[src/rtl/copperv_bus_arbiter_pkg.sv]
// Shared encodings for the copperv bus arbiter: FSM states and master ids.
package copperv_bus_pkg;

  typedef logic mst_t;

  localparam mst_t MST_I = 1'b0;
  localparam mst_t MST_D = 1'b1;

  localparam logic [1:0] R_IDLE = 2'd0;
  localparam logic [1:0] R_ADDR = 2'd1;
  localparam logic [1:0] R_DATA = 2'd2;

  localparam logic [0:0] W_IDLE = 1'b0;
  localparam logic [0:0] W_XFER = 1'b1;

  function automatic mst_t other_mst(input mst_t m);
    return ~m;
  endfunction

endpackage

[src/rtl/copperv_bus_arbiter_if.sv]
// One copperv bus port: read address, read data, write address and write data channels.
interface copperv_bus_arbiter_if #(
  parameter int bus_width = 32
);
  logic                 raddr_valid;
  logic                 raddr_ready;
  logic [bus_width-1:0] raddr;
  logic                 rdata_valid;
  logic                 rdata_ready;
  logic [bus_width-1:0] rdata;
  logic                 waddr_valid;
  logic                 waddr_ready;
  logic [bus_width-1:0] waddr;
  logic                 wdata_valid;
  logic                 wdata_ready;
  logic [bus_width-1:0] wdata;

  // master issues requests, slave answers them
  modport master (
    output raddr_valid, raddr, rdata_ready, waddr_valid, waddr, wdata_valid, wdata,
    input  raddr_ready, rdata_valid, rdata, waddr_ready, wdata_ready
  );
  modport slave (
    input  raddr_valid, raddr, rdata_ready, waddr_valid, waddr, wdata_valid, wdata,
    output raddr_ready, rdata_valid, rdata, waddr_ready, wdata_ready
  );
endinterface

[src/rtl/copperv_bus_arbiter_rr_arb2.sv]
// Two-requester round-robin arbiter; pointer moves past the winner on each accepted grant.
module copperv_rr_arb2
  import copperv_bus_pkg::*;
(
  input  logic       clk,
  input  logic       rst,
  input  logic [1:0] req,
  input  logic       advance,
  output logic [1:0] gnt,
  output mst_t       winner
);

  mst_t ptr_reg;

  always_comb begin
    if (req[MST_I] && req[MST_D]) begin
      winner = ptr_reg;
    end else begin
      winner = req[MST_D] ? MST_D : MST_I;
    end
  end

  generate
    for (genvar gi = 0; gi < 2; gi++) begin : g_gnt
      assign gnt[gi] = req[gi] && (winner == mst_t'(gi));
    end
  endgenerate

  always_ff @(posedge clk or negedge rst) begin
    if (!rst) begin
      ptr_reg <= MST_D;
    end else if (advance) begin
      ptr_reg <= other_mst(winner);
    end
  end

endmodule

[src/rtl/copperv_bus_arbiter.sv]
// Merges the copperv instruction and data masters onto one memory port; reads and writes arbitrate independently.
module copperv_bus_arbiter
  import copperv_bus_pkg::*;
#(
  parameter int bus_width = 32
) (
  input  logic                  clk,
  input  logic                  rst,
  copperv_bus_arbiter_if.slave  i_bus,
  copperv_bus_arbiter_if.slave  d_bus,
  copperv_bus_arbiter_if.master m_bus
);

  logic [1:0]           rd_state_reg, rd_state_next;
  mst_t                 rd_owner_reg;
  logic [bus_width-1:0] m_raddr_reg;
  logic [1:0]           rd_req, rd_gnt;
  mst_t                 rd_winner;
  logic                 rd_advance;
  logic                 rd_data_phase;

  logic [0:0]           wr_state_reg, wr_state_next;
  logic                 aw_pend_reg, aw_pend_next;
  logic                 w_pend_reg, w_pend_next;
  logic [bus_width-1:0] m_waddr_reg, m_wdata_reg;
  logic [1:0]           wr_req, wr_gnt;
  mst_t                 wr_winner;
  logic                 wr_advance;

  // Requests only count while idle and out of reset, so every ready output is low in reset.
  assign rd_req     = {d_bus.raddr_valid, i_bus.raddr_valid} & {2{rst && (rd_state_reg == R_IDLE)}};
  assign rd_advance = |rd_req;

  copperv_rr_arb2 u_rd_arb (
    .clk     (clk),
    .rst     (rst),
    .req     (rd_req),
    .advance (rd_advance),
    .gnt     (rd_gnt),
    .winner  (rd_winner)
  );

  always_comb begin
    rd_state_next = rd_state_reg;
    case (rd_state_reg)
      R_IDLE:  if (rd_advance) rd_state_next = R_ADDR;
      R_ADDR:  if (m_bus.raddr_ready) rd_state_next = R_DATA;
      R_DATA:  if (m_bus.rdata_valid && m_bus.rdata_ready) rd_state_next = R_IDLE;
      default: rd_state_next = R_IDLE;
    endcase
  end

  always_ff @(posedge clk or negedge rst) begin
    if (!rst) begin
      rd_state_reg <= R_IDLE;
      rd_owner_reg <= MST_I;
      m_raddr_reg  <= '0;
    end else begin
      rd_state_reg <= rd_state_next;
      if (rd_advance) begin
        rd_owner_reg <= rd_winner;
        m_raddr_reg  <= (rd_winner == MST_D) ? d_bus.raddr : i_bus.raddr;
      end
    end
  end

  assign rd_data_phase     = (rd_state_reg == R_DATA);
  assign i_bus.raddr_ready = rd_gnt[MST_I];
  assign d_bus.raddr_ready = rd_gnt[MST_D];
  assign m_bus.raddr_valid = (rd_state_reg == R_ADDR);
  assign m_bus.raddr       = m_raddr_reg;
  assign i_bus.rdata_valid = rd_data_phase && (rd_owner_reg == MST_I) && m_bus.rdata_valid;
  assign d_bus.rdata_valid = rd_data_phase && (rd_owner_reg == MST_D) && m_bus.rdata_valid;
  assign m_bus.rdata_ready = rd_data_phase &&
                             ((rd_owner_reg == MST_D) ? d_bus.rdata_ready : i_bus.rdata_ready);
  assign i_bus.rdata       = m_bus.rdata;
  assign d_bus.rdata       = m_bus.rdata;

  // A write is only eligible once its master presents address and data together.
  assign wr_req = {d_bus.waddr_valid && d_bus.wdata_valid,
                   i_bus.waddr_valid && i_bus.wdata_valid} & {2{rst && (wr_state_reg == W_IDLE)}};
  assign wr_advance = |wr_req;

  copperv_rr_arb2 u_wr_arb (
    .clk     (clk),
    .rst     (rst),
    .req     (wr_req),
    .advance (wr_advance),
    .gnt     (wr_gnt),
    .winner  (wr_winner)
  );

  always_comb begin
    wr_state_next = wr_state_reg;
    aw_pend_next  = aw_pend_reg;
    w_pend_next   = w_pend_reg;
    if (wr_state_reg == W_IDLE) begin
      if (wr_advance) begin
        wr_state_next = W_XFER;
        aw_pend_next  = 1'b1;
        w_pend_next   = 1'b1;
      end
    end else begin
      aw_pend_next = aw_pend_reg && !m_bus.waddr_ready;
      w_pend_next  = w_pend_reg && !m_bus.wdata_ready;
      if (!aw_pend_next && !w_pend_next) wr_state_next = W_IDLE;
    end
  end

  always_ff @(posedge clk or negedge rst) begin
    if (!rst) begin
      wr_state_reg <= W_IDLE;
      aw_pend_reg  <= 1'b0;
      w_pend_reg   <= 1'b0;
      m_waddr_reg  <= '0;
      m_wdata_reg  <= '0;
    end else begin
      wr_state_reg <= wr_state_next;
      aw_pend_reg  <= aw_pend_next;
      w_pend_reg   <= w_pend_next;
      if (wr_advance) begin
        m_waddr_reg <= (wr_winner == MST_D) ? d_bus.waddr : i_bus.waddr;
        m_wdata_reg <= (wr_winner == MST_D) ? d_bus.wdata : i_bus.wdata;
      end
    end
  end

  assign i_bus.waddr_ready = wr_gnt[MST_I];
  assign i_bus.wdata_ready = wr_gnt[MST_I];
  assign d_bus.waddr_ready = wr_gnt[MST_D];
  assign d_bus.wdata_ready = wr_gnt[MST_D];
  assign m_bus.waddr_valid = (wr_state_reg == W_XFER) && aw_pend_reg;
  assign m_bus.wdata_valid = (wr_state_reg == W_XFER) && w_pend_reg;
  assign m_bus.waddr       = m_waddr_reg;
  assign m_bus.wdata       = m_wdata_reg;

endmodule

[src/flat_wrapper.sv]
// flat-port wrapper written by rule: the top's interface ports become plain ports
module copperv_bus_arbiter_flat import copperv_bus_pkg::*;
#(
  parameter int bus_width = 32
)
  (clk, rst, i_bus_raddr_valid, i_bus_raddr, i_bus_rdata_ready, i_bus_waddr_valid, i_bus_waddr, i_bus_wdata_valid, i_bus_wdata, i_bus_raddr_ready, i_bus_rdata_valid, i_bus_rdata, i_bus_waddr_ready, i_bus_wdata_ready, d_bus_raddr_valid, d_bus_raddr, d_bus_rdata_ready, d_bus_waddr_valid, d_bus_waddr, d_bus_wdata_valid, d_bus_wdata, d_bus_raddr_ready, d_bus_rdata_valid, d_bus_rdata, d_bus_waddr_ready, d_bus_wdata_ready, m_bus_raddr_valid, m_bus_raddr, m_bus_rdata_ready, m_bus_waddr_valid, m_bus_waddr, m_bus_wdata_valid, m_bus_wdata, m_bus_raddr_ready, m_bus_rdata_valid, m_bus_rdata, m_bus_waddr_ready, m_bus_wdata_ready);
  copperv_bus_arbiter_if #(.bus_width(bus_width)) i_bus_i ();
  copperv_bus_arbiter_if #(.bus_width(bus_width)) d_bus_i ();
  copperv_bus_arbiter_if #(.bus_width(bus_width)) m_bus_i ();
  input  logic clk;
  input  logic rst;
  input wire logic [$bits(i_bus_i.raddr_valid)-1:0] i_bus_raddr_valid;
  input wire logic [$bits(i_bus_i.raddr)-1:0] i_bus_raddr;
  input wire logic [$bits(i_bus_i.rdata_ready)-1:0] i_bus_rdata_ready;
  input wire logic [$bits(i_bus_i.waddr_valid)-1:0] i_bus_waddr_valid;
  input wire logic [$bits(i_bus_i.waddr)-1:0] i_bus_waddr;
  input wire logic [$bits(i_bus_i.wdata_valid)-1:0] i_bus_wdata_valid;
  input wire logic [$bits(i_bus_i.wdata)-1:0] i_bus_wdata;
  output wire logic [$bits(i_bus_i.raddr_ready)-1:0] i_bus_raddr_ready;
  output wire logic [$bits(i_bus_i.rdata_valid)-1:0] i_bus_rdata_valid;
  output wire logic [$bits(i_bus_i.rdata)-1:0] i_bus_rdata;
  output wire logic [$bits(i_bus_i.waddr_ready)-1:0] i_bus_waddr_ready;
  output wire logic [$bits(i_bus_i.wdata_ready)-1:0] i_bus_wdata_ready;
  input wire logic [$bits(d_bus_i.raddr_valid)-1:0] d_bus_raddr_valid;
  input wire logic [$bits(d_bus_i.raddr)-1:0] d_bus_raddr;
  input wire logic [$bits(d_bus_i.rdata_ready)-1:0] d_bus_rdata_ready;
  input wire logic [$bits(d_bus_i.waddr_valid)-1:0] d_bus_waddr_valid;
  input wire logic [$bits(d_bus_i.waddr)-1:0] d_bus_waddr;
  input wire logic [$bits(d_bus_i.wdata_valid)-1:0] d_bus_wdata_valid;
  input wire logic [$bits(d_bus_i.wdata)-1:0] d_bus_wdata;
  output wire logic [$bits(d_bus_i.raddr_ready)-1:0] d_bus_raddr_ready;
  output wire logic [$bits(d_bus_i.rdata_valid)-1:0] d_bus_rdata_valid;
  output wire logic [$bits(d_bus_i.rdata)-1:0] d_bus_rdata;
  output wire logic [$bits(d_bus_i.waddr_ready)-1:0] d_bus_waddr_ready;
  output wire logic [$bits(d_bus_i.wdata_ready)-1:0] d_bus_wdata_ready;
  output wire logic [$bits(m_bus_i.raddr_valid)-1:0] m_bus_raddr_valid;
  output wire logic [$bits(m_bus_i.raddr)-1:0] m_bus_raddr;
  output wire logic [$bits(m_bus_i.rdata_ready)-1:0] m_bus_rdata_ready;
  output wire logic [$bits(m_bus_i.waddr_valid)-1:0] m_bus_waddr_valid;
  output wire logic [$bits(m_bus_i.waddr)-1:0] m_bus_waddr;
  output wire logic [$bits(m_bus_i.wdata_valid)-1:0] m_bus_wdata_valid;
  output wire logic [$bits(m_bus_i.wdata)-1:0] m_bus_wdata;
  input wire logic [$bits(m_bus_i.raddr_ready)-1:0] m_bus_raddr_ready;
  input wire logic [$bits(m_bus_i.rdata_valid)-1:0] m_bus_rdata_valid;
  input wire logic [$bits(m_bus_i.rdata)-1:0] m_bus_rdata;
  input wire logic [$bits(m_bus_i.waddr_ready)-1:0] m_bus_waddr_ready;
  input wire logic [$bits(m_bus_i.wdata_ready)-1:0] m_bus_wdata_ready;
  assign i_bus_i.raddr_valid = i_bus_raddr_valid;
  assign i_bus_i.raddr = i_bus_raddr;
  assign i_bus_i.rdata_ready = i_bus_rdata_ready;
  assign i_bus_i.waddr_valid = i_bus_waddr_valid;
  assign i_bus_i.waddr = i_bus_waddr;
  assign i_bus_i.wdata_valid = i_bus_wdata_valid;
  assign i_bus_i.wdata = i_bus_wdata;
  assign i_bus_raddr_ready = i_bus_i.raddr_ready;
  assign i_bus_rdata_valid = i_bus_i.rdata_valid;
  assign i_bus_rdata = i_bus_i.rdata;
  assign i_bus_waddr_ready = i_bus_i.waddr_ready;
  assign i_bus_wdata_ready = i_bus_i.wdata_ready;
  assign d_bus_i.raddr_valid = d_bus_raddr_valid;
  assign d_bus_i.raddr = d_bus_raddr;
  assign d_bus_i.rdata_ready = d_bus_rdata_ready;
  assign d_bus_i.waddr_valid = d_bus_waddr_valid;
  assign d_bus_i.waddr = d_bus_waddr;
  assign d_bus_i.wdata_valid = d_bus_wdata_valid;
  assign d_bus_i.wdata = d_bus_wdata;
  assign d_bus_raddr_ready = d_bus_i.raddr_ready;
  assign d_bus_rdata_valid = d_bus_i.rdata_valid;
  assign d_bus_rdata = d_bus_i.rdata;
  assign d_bus_waddr_ready = d_bus_i.waddr_ready;
  assign d_bus_wdata_ready = d_bus_i.wdata_ready;
  assign m_bus_raddr_valid = m_bus_i.raddr_valid;
  assign m_bus_raddr = m_bus_i.raddr;
  assign m_bus_rdata_ready = m_bus_i.rdata_ready;
  assign m_bus_waddr_valid = m_bus_i.waddr_valid;
  assign m_bus_waddr = m_bus_i.waddr;
  assign m_bus_wdata_valid = m_bus_i.wdata_valid;
  assign m_bus_wdata = m_bus_i.wdata;
  assign m_bus_i.raddr_ready = m_bus_raddr_ready;
  assign m_bus_i.rdata_valid = m_bus_rdata_valid;
  assign m_bus_i.rdata = m_bus_rdata;
  assign m_bus_i.waddr_ready = m_bus_waddr_ready;
  assign m_bus_i.wdata_ready = m_bus_wdata_ready;
  copperv_bus_arbiter #(.bus_width(bus_width)) u_core (.clk(clk), .rst(rst), .i_bus(i_bus_i), .d_bus(d_bus_i), .m_bus(m_bus_i));
endmodule
[config.mk]
export PLATFORM = sky130hd
export DESIGN_NAME = copperv_bus_arbiter_flat
export DESIGN_NICKNAME = d
export VERILOG_FILES = /design/src/rtl/copperv_bus_arbiter_pkg.sv /design/src/rtl/copperv_bus_arbiter_if.sv /design/src/rtl/copperv_bus_arbiter_rr_arb2.sv /design/src/rtl/copperv_bus_arbiter.sv /design/src/flat_wrapper.sv
export SDC_FILE = /design/constraint.sdc
export NUM_CORES = 1
export LEC_CHECK = 0
export ABC_CLOCK_PERIOD_IN_PS = 1900
export CAP_MARGIN = 20
export CORE_AREA = 10 10 152 154
export DETAILED_ROUTE_END_ITERATION = 8
export DIE_AREA = 0 0 162 164
export GPL_TIMING_DRIVEN = 0
export PLACE_DENSITY = 0.74
export SYNTH_ARGS = -nofsm -noshare
export SYNTH_HDL_FRONTEND = slang
export SYNTH_SLANG_ARGS = --single-unit
[constraint.sdc]
create_clock -name clk -period 1.9 [get_ports clk]
set_clock_uncertainty 0.1 [all_clocks]
set_input_delay 0.38 -clock clk [delete_from_list [all_inputs] [get_ports clk]]
set_output_delay 0.38 -clock clk [all_outputs]
set_load 0.03 [all_outputs]
==> summary.txt <==
Global routing
  • Vias in the first global route: 5975
  • Global route total overflow: 0
  • GRT Overall Usage: 0.193
  • Initial antenna violation count: 4
  • Largest net degree at the start of global routing: 29
  • First-pass GRT wire length: 38800 um

Critical path
  • Crit end category: output pin
  • Reg2reg end: u_core.m_bus.wdata[17]
  • CP cell instances: nor3b_2, buf_4, and3_4, buf_6, buf_8
  • Required @ worst endpoint: 1.42 ns
  • WS Path Type: register to output pin
  • Worst path max stage delay: 0.40 ns
  • Reg2reg path depth: 6
  • Critical Path AT: 1.56 ns
  • Worst path slowest cell: dfrtp_1
  • Flop2flop setup slack: 0.03 ns
  • CP Max Fanout: 5
  • Reg2reg start: u_core.wr_state_reg
  • Crit path launch type: register

STA
  • Final Cycle Share: 1.07
  • Fin crit period: 2.04 ns
  • Worst Tran Pin Value: 0.709 ns
  • Post-route setup slack: -0.139 ns
  • Fmax achieved: 491 MHz
  • Final hold violations: 0
  • Final Slew Violations: 0
  • Setup violators final: 6
  • RSZ-0062 raised after global routing: yes
  • Setup TNS Final: -0.497 ns
  • Slew headroom: 0.526
  • Final hold slack: 0.420 ns

Hold path
  • HP Class: register to register
  • WHS Path Cells: 1
  • Worst Hold End: u_core.u_rd_arb.ptr_reg
  • Worst Hold Launch: u_core.u_rd_arb.ptr_reg

Synthesis
  • Number of synthesized flops with an enable pin: 0
  • Post-synth net total: 687
  • Synthesis Warnings: 0
  • Top FF cell, synth: dfrtp_1
  • Post-synth ARST share: 1.00
  • Cell count after synthesis: 449
  • Sequential share of the synthesized area: 0.492
  • Count of different cell masters after synthesis: 35
  • Post-synthesis sequential element count: 104
  • Area of the mapped netlist: 5300 um^2
  • Avg Cell Area, Syn: 11.8 um^2

Die
  • Boundary pin count: 410
  • Die X-Extent: 162 um
  • Die ar.: 26600 um^2
  • Die H: 164 um
  • Rows: 52
  • Initial Util: 0.264
  • Core area: 20000 um^2

Run status
  • Outcome: complete, but fails checks
  • Failing checks: setup timing

Place
  • Port Buffers: 377
  • Detailed placer's ending HPWL: 21200 um
  • Placed Instances: 1097
  • GPL Wtd Cong: 0.828

Route
  • DRC viols: 0
  • Highest routed layer: met5
  • Met1 Wirelength: 9800 um
  • Final WL: 27300 um
  • DR pass1 iterations: 5
  • DRT iter0 DRCs: 322
  • Routed wl met2: 13900 um
  • Detail Route Antenna Nets: 0
  • WL/cell: 23.9 um
  • Routed wl met3: 3090 um
  • Routed vias: 5556
  • DR vias/cell: 4.86

Layout
  • Final net count: 1107
  • Number of fill cells: 1814
  • Multi-input gate area: 1990 um^2
  • Most common cell after layout, fill and taps aside: clkdlybuf4s50_1
  • Ant. Diodes: 0
  • Core Util, Final: 0.515
  • Most frequent cells in the layout: 274 x clkdlybuf4s50_1, 101 x dfrtp_1, 90 x buf_4
  • Area grow syn2layout: 95.1%
  • Layout cell share with drive strength beyond 1: 0.233
  • Non-filler cells, final: 1143
  • Register area: 2610 um^2

Clock network
  • Clk root buf: clkbuf_16
  • Clock latency at the later pin of the worst-skew pair: 0.35 ns
  • TritonCTS sink count: 104
  • Clk slew on worst S/H paths: 0.08 ns
  • CTS tree: yes
  • Inserted Clock Buffers: 9
  • Max clock buf depth: 2
  • # H-tree levels: 3

Flow run
  • Max-Cap Viols: 0

Pwr
  • PwrDens: 1140 nW/um^2
  • P_leak: 4.58 nW
  • VDD IR-drop max: 0.585 mV
[critical path, delay by kind of cell (launching register included)]
kind | cells | cell delay (ns)
buf+inv | 3 | 0.40
flops | 1 | 0.40
simple gates | 2 | 0.40
[metrics by stage]
step	setup WS (ns)	power, W	cell area, um^2
after floorplan	0.0172	0.00708	5320
after global placement	-5.37	0.00997	9430
after detailed placement	-1.73	0.0100	9460
after CTS	-0.213	0.0118	10000
after global routing	-0.227	0.0124	10300
final	-0.139	0.0118	10300
[logic make-up (layout without fill, tap and decap cells)]
family	count (synthesis)	after routing	synth area share
compound gates	138	138	0.254
buf+inv	113	537	0.142
flops	104	104	0.492
mux	1	1	0.00189
simple gates	93	93	0.110
[power by group]
group / internal, W / switching [W]
Combinational: 0.00302 / 0.00344
Sequential: 0.00308 / 0.000466
Clock: 0.000905 / 0.000911
[layer usage]
layer | vias to the layer above | GRT usage
li1 | 2507 | -
met3 | 33 | 0.0899
met4 | 6 | 0.0529
met2 | 312 | 0.338
met5 | - | 0
met1 | 2698 | 0.203
[area by class of cell]
type	count	share of cell area
plain buffers	104	0.0785
flip-flops and latches	104	0.252
clock buffers	9	0.0218
multi-input cells	232	0.193
inverters	4	0.00218
repair buffers	414	0.415
well taps	270	0.0327
clock inverters	6	0.00509
[how the worst max path moves through the flow]
stage	to	slack, ns	start
3_3_place_gp	d_bus_wdata_ready	-5.37	rst
4_1_cts	d_bus_raddr_ready	-0.21	u_core.rd_state_reg[0]
5_1_grt	d_bus_raddr_ready	-0.23	u_core.rd_state_reg[0]
6_report	d_bus_raddr_ready	-0.14	u_core.rd_state_reg[1]
2_1_floorplan	d_bus_wdata_ready	0.02	u_core.wr_state_reg
3_5_place_dp	d_bus_raddr_ready	-1.73	rst
[cell usage after synthesis, types with 2 or more instances]
| master | number | area share |
|---|---|---|
| nand2_1 | 5 | 0.0035 |
| a21oi_1 | 3 | 0.0028 |
| a31oi_1 | 2 | 0.0024 |
| buf_6 | 7 | 0.015 |
| o221a_2 | 35 | 0.074 |
| clkbuf_1 | 13 | 0.0092 |
| and2_1 | 2 | 0.0024 |
| dfrtp_1 | 102 | 0.48 |
| a21o_1 | 2 | 0.0028 |
| inv_1 | 4 | 0.0028 |
| nor3_1 | 2 | 0.0019 |
| or3_1 | 64 | 0.076 |
| o221a_1 | 29 | 0.062 |
| a221o_1 | 31 | 0.059 |
| nand2b_1 | 4 | 0.0047 |
| buf_4 | 66 | 0.094 |
| nor2b_1 | 2 | 0.0024 |
| buf_2 | 22 | 0.021 |
| and4b_4 | 2 | 0.0052 |
| and3_1 | 4 | 0.0047 |
| nor2_1 | 3 | 0.0021 |
| a21boi_0 | 31 | 0.044 |
| dfstp_2 | 2 | 0.0099 |
[repair_timing]
action | CTS | global route
hold buffers | 8 | 0
gates resized for setup | 140 | 98
endpoints found under the setup margin | 150 | 116
pin swaps | 4 | 3
gates cloned | 4 | 1
hold endpoints to repair | 64 | 0
setup buffers | 10 | 13
(Power assumes the default switching activity.)
